--- src/rtl/obi_dma_pkg.sv ---
// Shared types and constants for the OBI block-copy initiator.
package obi_dma_pkg;

   typedef enum logic [2:0] {
      IDLE,
      RD_REQ,
      RD_WAIT,
      WR_REQ,
      WR_WAIT,
      FINISH
   } state_e;

   localparam logic [3:0]  OBI_BE_FULL = 4'hF;
   localparam int unsigned WORD_BYTES  = 4;

endpackage

--- src/rtl/obi_dma_copy.sv ---
// OBI initiator copying a block of 32-bit words, one transaction outstanding at a time.
// Optional SRAM window check on start: define OBI_DMA_BOUNDS_CHECK_EN.
module obi_dma_copy
   import obi_dma_pkg::*;
#(
   parameter int unsigned LEN_W          = 14,
   parameter logic [31:0] SRAM_BASE_ADDR = 32'h8000_0000,
   parameter logic [31:0] SRAM_END_ADDR  = 32'h8000_C000
) (
   input  logic             clk_i,
   input  logic             rst_ni,
   input  logic             start_i,
   input  logic [31:0]      src_addr_i,
   input  logic [31:0]      dst_addr_i,
   input  logic [LEN_W-1:0] len_i,
   output logic             busy_o,
   output logic             done_o,
   output logic             err_o,
   output logic             obi_req_o,
   input  logic             obi_gnt_i,
   output logic [31:0]      obi_addr_o,
   output logic             obi_we_o,
   output logic [3:0]       obi_be_o,
   output logic [31:0]      obi_wdata_o,
   input  logic             obi_rvalid_i,
   input  logic [31:0]      obi_rdata_i
);

   localparam logic [31:0] ALIGN_MASK = ~(32'(WORD_BYTES) - 32'd1);
   localparam logic [31:0] WORD_STEP  = 32'(WORD_BYTES);

   state_e           state_q;
   logic [31:0]      src_q;
   logic [31:0]      dst_q;
   logic [LEN_W-1:0] rem_q;
   logic             busy_q;
   logic             done_q;
   logic             err_q;
   logic             req_q;
   logic             we_q;
   logic [31:0]      addr_q;
   logic [31:0]      wdata_q;

   logic [31:0]      src_al_c;
   logic [31:0]      dst_al_c;
   logic             bounds_err_c;

   assign src_al_c = src_addr_i & ALIGN_MASK;
   assign dst_al_c = dst_addr_i & ALIGN_MASK;

`ifdef OBI_DMA_BOUNDS_CHECK_EN
   // 33-bit end addresses so a block wrapping past 2^32 is rejected.
   logic [32:0] len_bytes_c;
   logic [32:0] src_end_c;
   logic [32:0] dst_end_c;

   assign len_bytes_c  = 33'(len_i) * 33'(WORD_BYTES);
   assign src_end_c    = {1'b0, src_al_c} + len_bytes_c;
   assign dst_end_c    = {1'b0, dst_al_c} + len_bytes_c;
   assign bounds_err_c = (len_i != '0) &&
                         ((src_al_c < SRAM_BASE_ADDR) || (src_end_c > {1'b0, SRAM_END_ADDR}) ||
                          (dst_al_c < SRAM_BASE_ADDR) || (dst_end_c > {1'b0, SRAM_END_ADDR}));
`else
   // Window parameters only take effect when the check is compiled in.
   assign bounds_err_c = 1'b0 & (SRAM_END_ADDR > SRAM_BASE_ADDR);
`endif

   // Copy sequencer: read, await response, write, await response, repeat.
   always_ff @(posedge clk_i) begin
      if (!rst_ni) begin
         state_q <= IDLE;
         src_q   <= '0;
         dst_q   <= '0;
         rem_q   <= '0;
         busy_q  <= 1'b0;
         done_q  <= 1'b0;
         err_q   <= 1'b0;
         req_q   <= 1'b0;
         we_q    <= 1'b0;
         addr_q  <= '0;
         wdata_q <= '0;
      end else begin
         done_q <= 1'b0;
         case (state_q)
            IDLE: begin
               if (start_i) begin
                  src_q <= src_al_c;
                  dst_q <= dst_al_c;
                  rem_q <= len_i;
                  err_q <= bounds_err_c;
                  if ((len_i == '0) || bounds_err_c) begin
                     state_q <= FINISH;
                     done_q  <= 1'b1;
                  end else begin
                     state_q <= RD_REQ;
                     busy_q  <= 1'b1;
                     req_q   <= 1'b1;
                     we_q    <= 1'b0;
                     addr_q  <= src_al_c;
                  end
               end
            end
            RD_REQ: begin
               if (obi_gnt_i) begin
                  state_q <= RD_WAIT;
                  req_q   <= 1'b0;
               end
            end
            RD_WAIT: begin
               if (obi_rvalid_i) begin
                  state_q <= WR_REQ;
                  wdata_q <= obi_rdata_i;
                  req_q   <= 1'b1;
                  we_q    <= 1'b1;
                  addr_q  <= dst_q;
               end
            end
            WR_REQ: begin
               if (obi_gnt_i) begin
                  state_q <= WR_WAIT;
                  req_q   <= 1'b0;
               end
            end
            WR_WAIT: begin
               if (obi_rvalid_i) begin
                  src_q <= src_q + WORD_STEP;
                  dst_q <= dst_q + WORD_STEP;
                  rem_q <= rem_q - LEN_W'(1);
                  if (rem_q == LEN_W'(1)) begin
                     state_q <= FINISH;
                     busy_q  <= 1'b0;
                     done_q  <= 1'b1;
                  end else begin
                     state_q <= RD_REQ;
                     req_q   <= 1'b1;
                     we_q    <= 1'b0;
                     addr_q  <= src_q + WORD_STEP;
                  end
               end
            end
            FINISH: begin
               state_q <= IDLE;
            end
            default: begin
               state_q <= IDLE;
            end
         endcase
      end
   end

   assign busy_o      = busy_q;
   assign done_o      = done_q;
   assign err_o       = err_q;
   assign obi_req_o   = req_q;
   assign obi_addr_o  = addr_q;
   assign obi_we_o    = we_q;
   assign obi_be_o    = OBI_BE_FULL;
   assign obi_wdata_o = wdata_q;

endmodule

--- config.mk ---
export PLATFORM = sky130hd
export DESIGN_NAME = obi_dma_copy
export DESIGN_NICKNAME = d
export VERILOG_FILES = /design/src/rtl/obi_dma_pkg.sv /design/src/rtl/obi_dma_copy.sv
export SDC_FILE = /design/constraint.sdc
export NUM_CORES = 1
export LEC_CHECK = 0
export CORE_ASPECT_RATIO = 1.25
export CORE_MARGIN = 1
export CORE_UTILIZATION = 30
export DETAILED_ROUTE_END_ITERATION = 7
export MAX_ROUTING_LAYER = met4
export PLACE_DENSITY_LB_ADDON = 0.3
export SETUP_SLACK_MARGIN = 0.3
export SLEW_MARGIN = 20
export SYNTH_ARGS = -nofsm -noshare
export SYNTH_HDL_FRONTEND = slang
export SYNTH_SLANG_ARGS = --single-unit
--- constraint.sdc ---
create_clock -name clk_i -period 6.9 [get_ports clk_i]
set_clock_uncertainty 0.2 [all_clocks]
set_input_delay 2.07 -clock clk_i [delete_from_list [all_inputs] [get_ports clk_i]]
set_output_delay 2.07 -clock clk_i [all_outputs]
set_load 0.01 [all_outputs]
==> metrics.md, run 1 <==
| Metric | Value |
|---|---|
| Status | `finished, final reports clean` |
| Hold Crit Start | `obi_wdata_o[1]` |
| Syn avg cell area | `about 7.6 µm²` |
| Leakage | `~3.6 nW` |
| Most frequent cells in the layout | `clkdlybuf4s50_1 (178), nand2_1 (164), dfxtp_1 (144), a21oi_1 (110), nor2_1 (94)` |
| Via count | `just under 9000` |
| R2R cell count | `5` |
| Min cycle time layout | `around 4.6 ns` |
| Detailed Route WL | `about 29000 µm` |
| Syn. warnings | `0` |
| Initial Util | `between 30% and 40%` |
| Largest net degree at the start of global routing | `92` |
| Drc violations | `0` |
| 1st-pass router iterations | `5` |
| Layout cell share with drive strength beyond 1 | `a little over 8%` |
| P per Cell Area | `219 nW/µm²` |
| Hold endpoint | `obi_wdata_o[1]` |
| Relative slew slack | `around a third` |
| Switching Power | `between 0.6 and 0.7 mW` |
| Post-synth EDFFs | `0` |
| Crit Path Max Fanout | `32` |
| Post-Synthesis Cells | `between 1000 and 1500` |
| Final Hold Fails | `0` |
| Class of the tightest hold or removal check | `reg2reg` |
| R2r setup slk | `~3.3 ns` |
| Final Max Tran Viols | `0` |
| Hold Path Depth | `2` |
| Clock transition at path regs | `~0.060 ns` |
| CTS root buf | `clkbuf_16` |
| CP startpoint | `obi_rvalid_i` |
| Depth of the CTS H-tree | `4` |
| Fin nets | `~1300` |
| Share of the synthesized area in the top cell type | `between 30% and 40%` |
| Critical path capture point type | `flop` |
| Area of placed instances | `roughly 10000 µm²` |
| Clock group share of total power | `between 30 and 40%` |
| Top cells by area, synth | `dfxtp_1 (35%), nand2_1 (7.5%), a21oi_1 (6.7%)` |
| DR WL/cell | `between 15 and 20 µm` |
| RR Endpoint | `obi_addr_o[30]` |
| Hold Buf Count CTS | `0` |
| Synth area leader | `dfxtp_1` |
| Peak supply drop | `0.122 mV` |
| Startpoint types | `input port` |
| Fmax | `216 MHz` |
| Post-CTS resize count | `0` |
| Period utilisation layout | `between 60% and 70%` |
| Req. time, crit path | `slightly below 7 ns` |
| Max-Cap Viols | `0` |
| Overflow after GRT | `0` |
| Dpl hpwl | `about 19000 µm` |
| Die Y-Extent | `187 µm` |
| CTS tree | `built` |
| Synth cell types | `76` |
| Post-synthesis sequential area ratio | `between 30% and 40%` |
| # fillers | `approximately 2700` |
| Synthesis-stage register bit count | `144` |
| Switching Share | `slightly below 30%` |
| Fraction of registers with async set/reset | `0%` |
| Clk sink count | `between 100 and 150` |
| Postcts setup bufs | `0` |
| Final TNS setup | `0 ns` |
| Worst-Margin Slew | `~1.0 ns` |
| Comb pwr share | `a little under a fifth` |
| FP Rows | `67` |
| Skew-Pair Late Insertion Delay | `roughly 0.44 ns` |
| WP data arrival | `around 4.7 ns` |
| Post-Syn Area | `slightly above 8000 µm²` |
| Most common cell after layout, fill and taps aside | `clkdlybuf4s50_1` |
| Core Footprint | `between 20000 and 30000 µm²` |
| IO Port Bufs | `between 150 and 200` |
| All-Layer GR Usage | `a little over a fifth` |
| Antenna violations before repair | `1` |
| Top FF cell, synth | `dfxtp_1` |
| Vias in the first global route | `approximately 8300` |
| # setup viols final | `0` |
| Routed Antenna Nets | `0` |
| Internal | `1.66 mW` |
| DIE AREA | `around 28000 µm²` |
| Starting DRC count in detailed routing | `623` |
| Cts bufs inserted | `17` |
| Reg power frac | `between 40% and 50%` |
| IO Pins | `188` |
| Crit Path Class | `in2reg` |
| Design area | `about 11000 µm²` |
| Final GP Congestion | `0.861` |
| Flip-flop and latch area | `2880 µm²` |
| Die width | `approximately 150 µm` |
| First-pass GRT wire length | `45200 µm` |
| RSZ-0062 raised after global routing | `no` |
| DR vias/cell | `around 5.6` |
| Synth-to-layout area growth | `30.3%` |
| Max Root-Sink Buffers | `2` |
| Reg2Reg Launch Point | `rem_q[2]` |
| Multi-input logic area | `~5000 µm²` |
registers in the layout (all words and copies together) (netlist names):
register,count
obi_wdata_o,32
obi_addr_o,31
dst_q,30
src_q,30
rem_q,14
state_q,3
busy_o,1
done_o,1
obi_req_o,1
obi_we_o,1
cells in the mapped netlist (5+ instances only):
| master | instances |
|---|---|
| and2_1 | 10 |
| nor3b_1 | 5 |
| a21o_1 | 9 |
| mux2i_1 | 6 |
| o221a_1 | 7 |
| nand3_1 | 36 |
| a31oi_1 | 51 |
| a2bb2oi_1 | 5 |
| a21oi_1 | 110 |
| buf_4 | 6 |
| o31ai_1 | 5 |
| o21ai_0 | 35 |
| a311oi_1 | 5 |
| a211oi_1 | 7 |
| nand4_1 | 21 |
| nor4_1 | 19 |
| nor2_1 | 95 |
| buf_2 | 9 |
| a311oi_2 | 18 |
| nor3_1 | 25 |
| buf_1 | 12 |
| a41oi_1 | 5 |
| o21a_1 | 9 |
| or3_1 | 6 |
| a221oi_1 | 5 |
| o21ai_1 | 28 |
| nand2_1 | 166 |
| o22ai_1 | 6 |
| clkbuf_1 | 77 |
| and3_1 | 13 |
| xor2_1 | 8 |
| dfxtp_1 | 144 |
| a22oi_1 | 18 |
| a211oi_2 | 10 |
| xnor2_1 | 6 |
| a22o_1 | 5 |
| inv_1 | 8 |
area by class of cell:
| type | count | area share [%] |
|---|---|---|
| Clock buffer | 20 | 4.24 |
| Antenna cell | 1 | 0.0233 |
| Sequential cell | 144 | 26.8 |
| Timing Repair Buffer | 193 | 17.6 |
| Clock inverter | 12 | 1.27 |
| Multi-Input combinational cell | 828 | 45.7 |
| Inverter | 9 | 0.360 |
| Tap cell | 345 | 4.01 |
metrics by stage:
stage	utilization, %	setup slack (ns)	instances	power [mW]	hold WS (ns)
3_5_place_dp	37.8	1.86	1519	1.43	0.248
6_report	40.0	2.28	1552	2.35	0.250
3_3_place_gp	37.8	1.88	1519	1.42	0.241
4_1_cts	40.0	2.32	1551	2.37	0.256
5_1_grt	40.0	2.13	1552	2.46	0.274
2_1_floorplan	-	3.01	1089	1.23	0.262
worst max path at each step:
| stage | endpoint | slack (ns) | depth (start not counted) |
|---|---|---|---|
| finish | obi_addr_o[15] | 2.28 | 7 |
| global route | obi_addr_o[17] | 2.13 | 7 |
| CTS | obi_addr_o[15] | 2.32 | 7 |
| detailed placement | obi_addr_o[15] | 1.86 | 7 |
| global placement | obi_addr_o[16] | 1.88 | 7 |
| floorplan | obi_req_o | 3.01 | 7 |
power groups by stage:
| stage | sequential [mW] | combinational, mW | clock, mW |
|---|---|---|---|
| after detailed placement | 0.992 | 0.438 | 0 |
| after CTS | 0.974 | 0.441 | 0.957 |
| final | 0.975 | 0.440 | 0.938 |
| after global placement | 0.989 | 0.433 | 0 |
| after floorplan | 0.975 | 0.257 | 0 |
| after global routing | 0.985 | 0.480 | 0.996 |
critical path, stage by stage:
cell and delay [ns]:
clkdlybuf4s50_1 0.63, mux2i_1 0.12, o21a_1 0.21, nor2_2 0.08
buf_4 0.37, and3_2 0.96, a311oi_2 0.22
cells by family (layout without fill, tap and decap cells):
kind of cell	Yosys count	count (layout)	share of synthesized area (%)
muxes	9	9	1.14
and+or+nand+nor	424	424	24.5
adders and majority gates	4	4	0.606
xor gates and xnor gates	14	14	1.49
DFF	144	144	34.9
other	2	6	0.0910
AOI/OAI and AO/OA	372	372	31.2
buffers and inverters	117	234	6.09
metal layers:
layer | GRT usage [%] | up-vias | wire length, µm
li1 | - | 4215 | -
met1 | 26.4 | 4143 | 12600
met2 | 33.3 | 284 | 13900
met3 | 2.90 | 52 | 1350
met4 | 9.60 | 0 | 864
met5 | - | - | 0
(Power assumes the default switching activity.)
==> run 2: changes to the inputs <==
clock period = 4 ns   (was 6.9 ns; I/O delays follow)
==> run 2 against run 1 <==
Sequential cell count unchanged. Clock power increased by 82%. Total power increased by 78%. Non-clock buffer count increased by 14. Sequential power increased by 72%. Largest cell class unchanged. Sequential share of layout area decreased by 0.47 points. Cell count increased by 0.84%.
==> metrics.md, run 2 (synthesis gave the netlist of run 1 again) <==
| Metric | Value |
|---|---|
| DR WL/cell | `about 18 µm` |
| Die Y-Extent | `about 190 µm` |
| Detailed Route WL | `28500 µm` |
| RSZ-0062 raised after global routing | `no` |
| CTS tree | `built` |
| Starting DRC count in detailed routing | `slightly below 800` |
| Fin nets | `1326` |
| Final TNS setup | `0 ns` |
| Postcts setup bufs | `0` |
| Max FFs per register | `32` |
| Routed Antenna Nets | `0` |
| Final Max Tran Viols | `0` |
| Layout cell share with drive strength beyond 1 | `between 9 and 10%` |
| P per Cell Area | `382 nW/µm²` |
| Status | `finished, final reports clean` |
| 1st-pass router iterations | `5` |
| Design area | `around 11000 µm²` |
| Vias in the first global route | `8234` |
| Depth of the CTS H-tree | `4` |
| Most common cell after layout, fill and taps aside | `clkdlybuf4s50_1` |
| Cts bufs inserted | `17` |
| Hold Buf Count CTS | `0` |
| CTS root buf | `clkbuf_16` |
| Crit Path Class | `in2reg` |
| Post-CTS resize count | `0` |
| Overflow after GRT | `0` |
| Initial Util | `a little under a third` |
| Clk sink count | `144` |
| Antenna violations before repair | `1` |
| Startpoint types | `input port` |
| Skew-Pair Late Insertion Delay | `0.43 ns` |
| Drc violations | `0` |
| Max-Cap Viols | `0` |
| Final GP Congestion | `0.820` |
| Final Power | `4.18 mW` |
| Clock transition at path regs | `roughly 0.06 ns` |
| Largest net degree at the start of global routing | `between 60 and 70` |
| IO Pins | `approximately 190` |
| Peak supply drop | `~0.21 mV` |
| FP Rows | `67` |
| Req. time, crit path | `4.14 ns` |
| Die width | `around 150 µm` |
| Final Hold Fails | `0` |
| Dpl hpwl | `around 20000 µm` |
| All-Layer GR Usage | `21.0%` |
| Placed insts | `roughly 1500` |
| Worst-Margin Slew | `approximately 0.8 ns` |
| # fillers | `about 2700` |
| IO Port Bufs | `178` |
| Max Root-Sink Buffers | `2` |
| Synth-to-layout area growth | `32.6%` |
| Most frequent cells in the layout | `clkdlybuf4s50_1 (178), nand2_1 (165), dfxtp_1 (144), a21oi_1 (110), nor2_1 (94)` |
| Relative slew slack | `a little under half` |
| Fmax | `roughly 310 MHz` |
| Fin cells | `1565` |
| Critical path capture point type | `flop` |
| Core Footprint | `between 20000 and 30000 µm²` |
| Crit Path Max Fanout | `17` |
| First-pass GRT wire length | `approximately 45000 µm` |
| Via count | `8720` |
| Min cycle time layout | `~3.2 ns` |
| Class of the tightest hold or removal check | `reg2reg` |
| DIE AREA | `28200 µm²` |
| WP data arrival | `3.37 ns` |
| DR vias/cell | `between 5 and 6` |
| Fin Hold WS | `roughly 0.25 ns` |
| Period utilisation layout | `between 80% and 90%` |
| Leakage | `roughly 3.7 nW` |
| Area of placed instances | `between 10000 and 15000 µm²` |
| # setup viols final | `0` |
-- run 2: path summary, 6_finish.rpt --
| kind | startpoint | endpoint | slack (ns) | cells past startpoint |
|---|---|---|---|---|
| worst max-delay path | len_i[5] | obi_addr_o[12] | 0.77 | 7 |
| worst min register to register | obi_wdata_o[29] | obi_wdata_o[29] | 0.25 | 2 |
| worst max register to register | rem_q[2] | obi_addr_o[12] | 1.21 | 7 |
| worst min-delay path | obi_wdata_o[29] | obi_wdata_o[29] | 0.25 | 2 |
-- run 2: cell type report --
type                       count  area (µm²)  share of cell area [%]
timing repair buffer         207        2060                    18.8
multi-input combinational    828        4910                    44.9
antenna                        1        2.50                  0.0229
clock inverter                10         160                    1.46
tap                          345         432                    3.94
clock buffer                  21         460                    4.20
sequential                   144        2880                    26.3
inverter                       9        36.3                   0.331
-- run 2: stage by stage --
step	util, %	worst slack [ns]
floorplan	-	0.978
global placement	38.4	0.383
detailed placement	38.4	0.345
CTS	40.7	0.788
global route	40.7	0.713
finish	40.7	0.775
-- run 2: per-layer routing --
| metal | vias up | share of wire (%) | track usage [%] | wire length (µm) |
|---|---|---|---|---|
| met1 | 4089 | 44 | 26.4 | 12600 |
| met2 | 299 | 46 | 31.6 | 13100 |
| met3 | 79 | 5.1 | 3.56 | 1450 |
| met5 | - | 0 | - | 0 |
| li1 | 4253 | - | - | - |
| met4 | 0 | 4.8 | 12.0 | 1360 |
-- run 2: critical path: stages --
cell and delay, ns:
clkdlybuf4s50_1 0.46, nor4_1 0.42, nand2_1 0.13, or3_1 0.36, and3_2 0.35, buf_12 0.23
a311oi_2 0.21
-- run 2: where the power goes --
part           total [mW]  internal, mW  switching (mW)
Sequential           1.68          1.55           0.132
Combinational       0.787         0.385           0.402
Clock                1.71          1.07           0.641
Total                4.18          3.00            1.17
==> run 3: changes to the inputs <==
clock period = 2.9 ns   (was 4 ns; I/O delays follow)
==> run 3 against run 2 <==
Final area grew 3.9%. Sequential share of layout area shrank 1.0 points. Sequential cell count is the same. Wire length grew 2.8%. Critical path depth is the same. Worst setup slack lost 0.46 ns. First-iteration DRC count shrank 0.26%. Critical endpoint is now obi_addr_o[4]. Largest cell class unchanged. Largest power group is now registers.
==> metrics.md, run 3 (synthesis gave the netlist of run 1 again) <==
| Metric | Value |
|---|---|
| Status | `finished, final reports clean` |
| CTS root buf | `clkbuf_16` |
| Wire length on met2 | `roughly 15000 µm` |
| Max-Cap Viols | `0` |
| Starting DRC count in detailed routing | `769` |
| Top Layer Used | `met4` |
| Met1 wire length | `approximately 13000 µm` |
| Worst-Margin Slew | `0.665 ns` |
| Class of the tightest hold or removal check | `reg2reg` |
| Critical path capture point type | `flop` |
| Detailed Route WL | `29300 µm` |
| Max incr delay on CP | `approximately 0.42 ns` |
| Most common cell after layout, fill and taps aside | `clkdlybuf4s50_1` |
| Vias in the first global route | `roughly 8300` |
| Final Max Tran Viols | `0` |
| Dpl hpwl | `a little over 20000 µm` |
| Fmax | `387 MHz` |
| Relative slew slack | `between 50 and 60%` |
| Crit-path most repeated cell | `or3_4` |
| Fin nets | `1366` |
| CP Cell Sequence | `clkdlybuf4s50_1 > or3_4 > or3_4 > buf_4 > buf_12 > a31oi_1 > a211oi_2` |
| Drc violations | `0` |
| Via count | `8924` |
| IO Port Bufs | `178` |
| Routed Antenna Nets | `0` |
| Overflow after GRT | `0` |
| IO Pins | `roughly 190` |
| Core Footprint | `roughly 27000 µm²` |
| Antenna violations before repair | `0` |
| First-pass GRT wire length | `45500 µm` |
| # fillers | `approximately 2700` |
| Period utilisation layout | `89.2%` |
| Startpoint types | `input port` |
| Metal3 WL | `around 1400 µm` |
| Cts bufs inserted | `17` |
| Most frequent cells in the layout | `clkdlybuf4s50_1 (167), nand2_1 (164), dfxtp_1 (144), a21oi_1 (110), nor2_1 (94)` |
| Leakage | `between 3 and 4 nW` |
| Diodes inserted | `0` |
| Max Root-Sink Buffers | `2` |
| Max FFs per register | `32` |
| Min cycle time layout | `between 2 and 3 ns` |
| Synth-to-layout area growth | `37.8%` |
| 1st-pass router iterations | `5` |
| DIE AREA | `about 28000 µm²` |
| All-Layer GR Usage | `approximately a fifth` |
| Area of placed instances | `10700 µm²` |
| Slowest-stage cell, CP | `clkdlybuf4s50_1` |
| Design area | `11400 µm²` |
| WP data arrival | `2.70 ns` |
| P per Cell Area | `about 490 nW/µm²` |
| # setup viols final | `0` |
| Crit Path Max Fanout | `34` |
| DR vias/cell | `roughly 5.6` |
| Largest net degree at the start of global routing | `54` |
| DR WL/cell | `between 15 and 20 µm` |
| Final Hold Fails | `0` |
| Req. time, crit path | `~3 ns` |
| Die width | `approximately 150 µm` |
| Final GP Congestion | `between 0.8 and 0.9` |
| Clock transition at path regs | `~0.070 ns` |
| Peak supply drop | `between 0.2 and 0.3 mV` |
| Layout cell share with drive strength beyond 1 | `between 10% and 20%` |
| Depth of the CTS H-tree | `4` |
| Placed insts | `roughly 1600` |
| Clk sink count | `roughly 140` |
| CTS tree | `built` |
| Die Y-Extent | `about 190 µm` |
| Skew-Pair Late Insertion Delay | `about 0.43 ns` |
| Crit Path Class | `in2reg` |
| Initial Util | `about 31%` |
| FP Rows | `67` |
| Fin cells | `~1600` |
| RSZ-0062 raised after global routing | `yes` |
-- run 3: worst max-delay path, delay by kind of cell --
| family | cells | cell delay (ns) |
|---|---|---|
| buf+inv | 3 | 0.74 |
| simple gates | 2 | 0.76 |
| compound gates | 2 | 0.31 |
-- run 3: through the flow --
step	setup TNS (ns)	hold slack, ns	total power [mW]	setup WS (ns)	utilization (%)
after floorplan	0	0.262	2.93	0.301	-
after global placement	-8.23	0.241	3.47	-0.274	39.7
after detailed placement	-8.51	0.246	3.49	-0.293	39.7
after CTS	0	0.255	5.65	0.323	42.1
after global routing	0	0.272	5.88	0.278	42.3
final	0	0.252	5.62	0.315	42.3
-- run 3: final cells by class --
type                    instances  area (µm²)  area share, %
clock buffers                  17         425           3.74
clock inverters                15         139           1.22
inverters                       9        36.3          0.319
multi-input cells             829        5010           44.0
flip-flops and latches        144        2880           25.3
well taps                     345         432           3.79
repair buffers                246        2460           21.6
-- run 3: report_power, final --
part / internal, mW / switching (mW) / total, mW
clock network: 1.14 / 1.02 / 2.15
logic: 0.580 / 0.571 / 1.15
registers: 2.13 / 0.183 / 2.32
-- run 3: path summary, 6_finish.rpt --
| path | cells after the start | start | to | slack, ns |
|---|---|---|---|---|
| max | 7 | len_i[13] | obi_addr_o[4] | 0.31 |
| max reg2reg | 6 | src_q[3] | src_q[20] | 0.44 |
| min reg2reg | 2 | obi_wdata_o[22] | obi_wdata_o[22] | 0.25 |
| min | 2 | obi_wdata_o[22] | obi_wdata_o[22] | 0.25 |
-- run 3: timing repair --
| item | 4_1_cts | 5_1_grt |
|---|---|---|
| gates cloned | 1 | 1 |
| endpoints found under the setup margin | 32 | 34 |
| pin swaps | 6 | 6 |
| setup buffers | 4 | 2 |
| hold buffers | 0 | 0 |
| gates resized for setup | 13 | 11 |
-- run 3: layer usage --
metal / vias up / global-route usage [%]
met5: - / -
met4: 0 / 7.81
met3: 58 / 2.83
met2: 287 / 34.4
met1: 4252 / 26.2
li1: 4327 / -
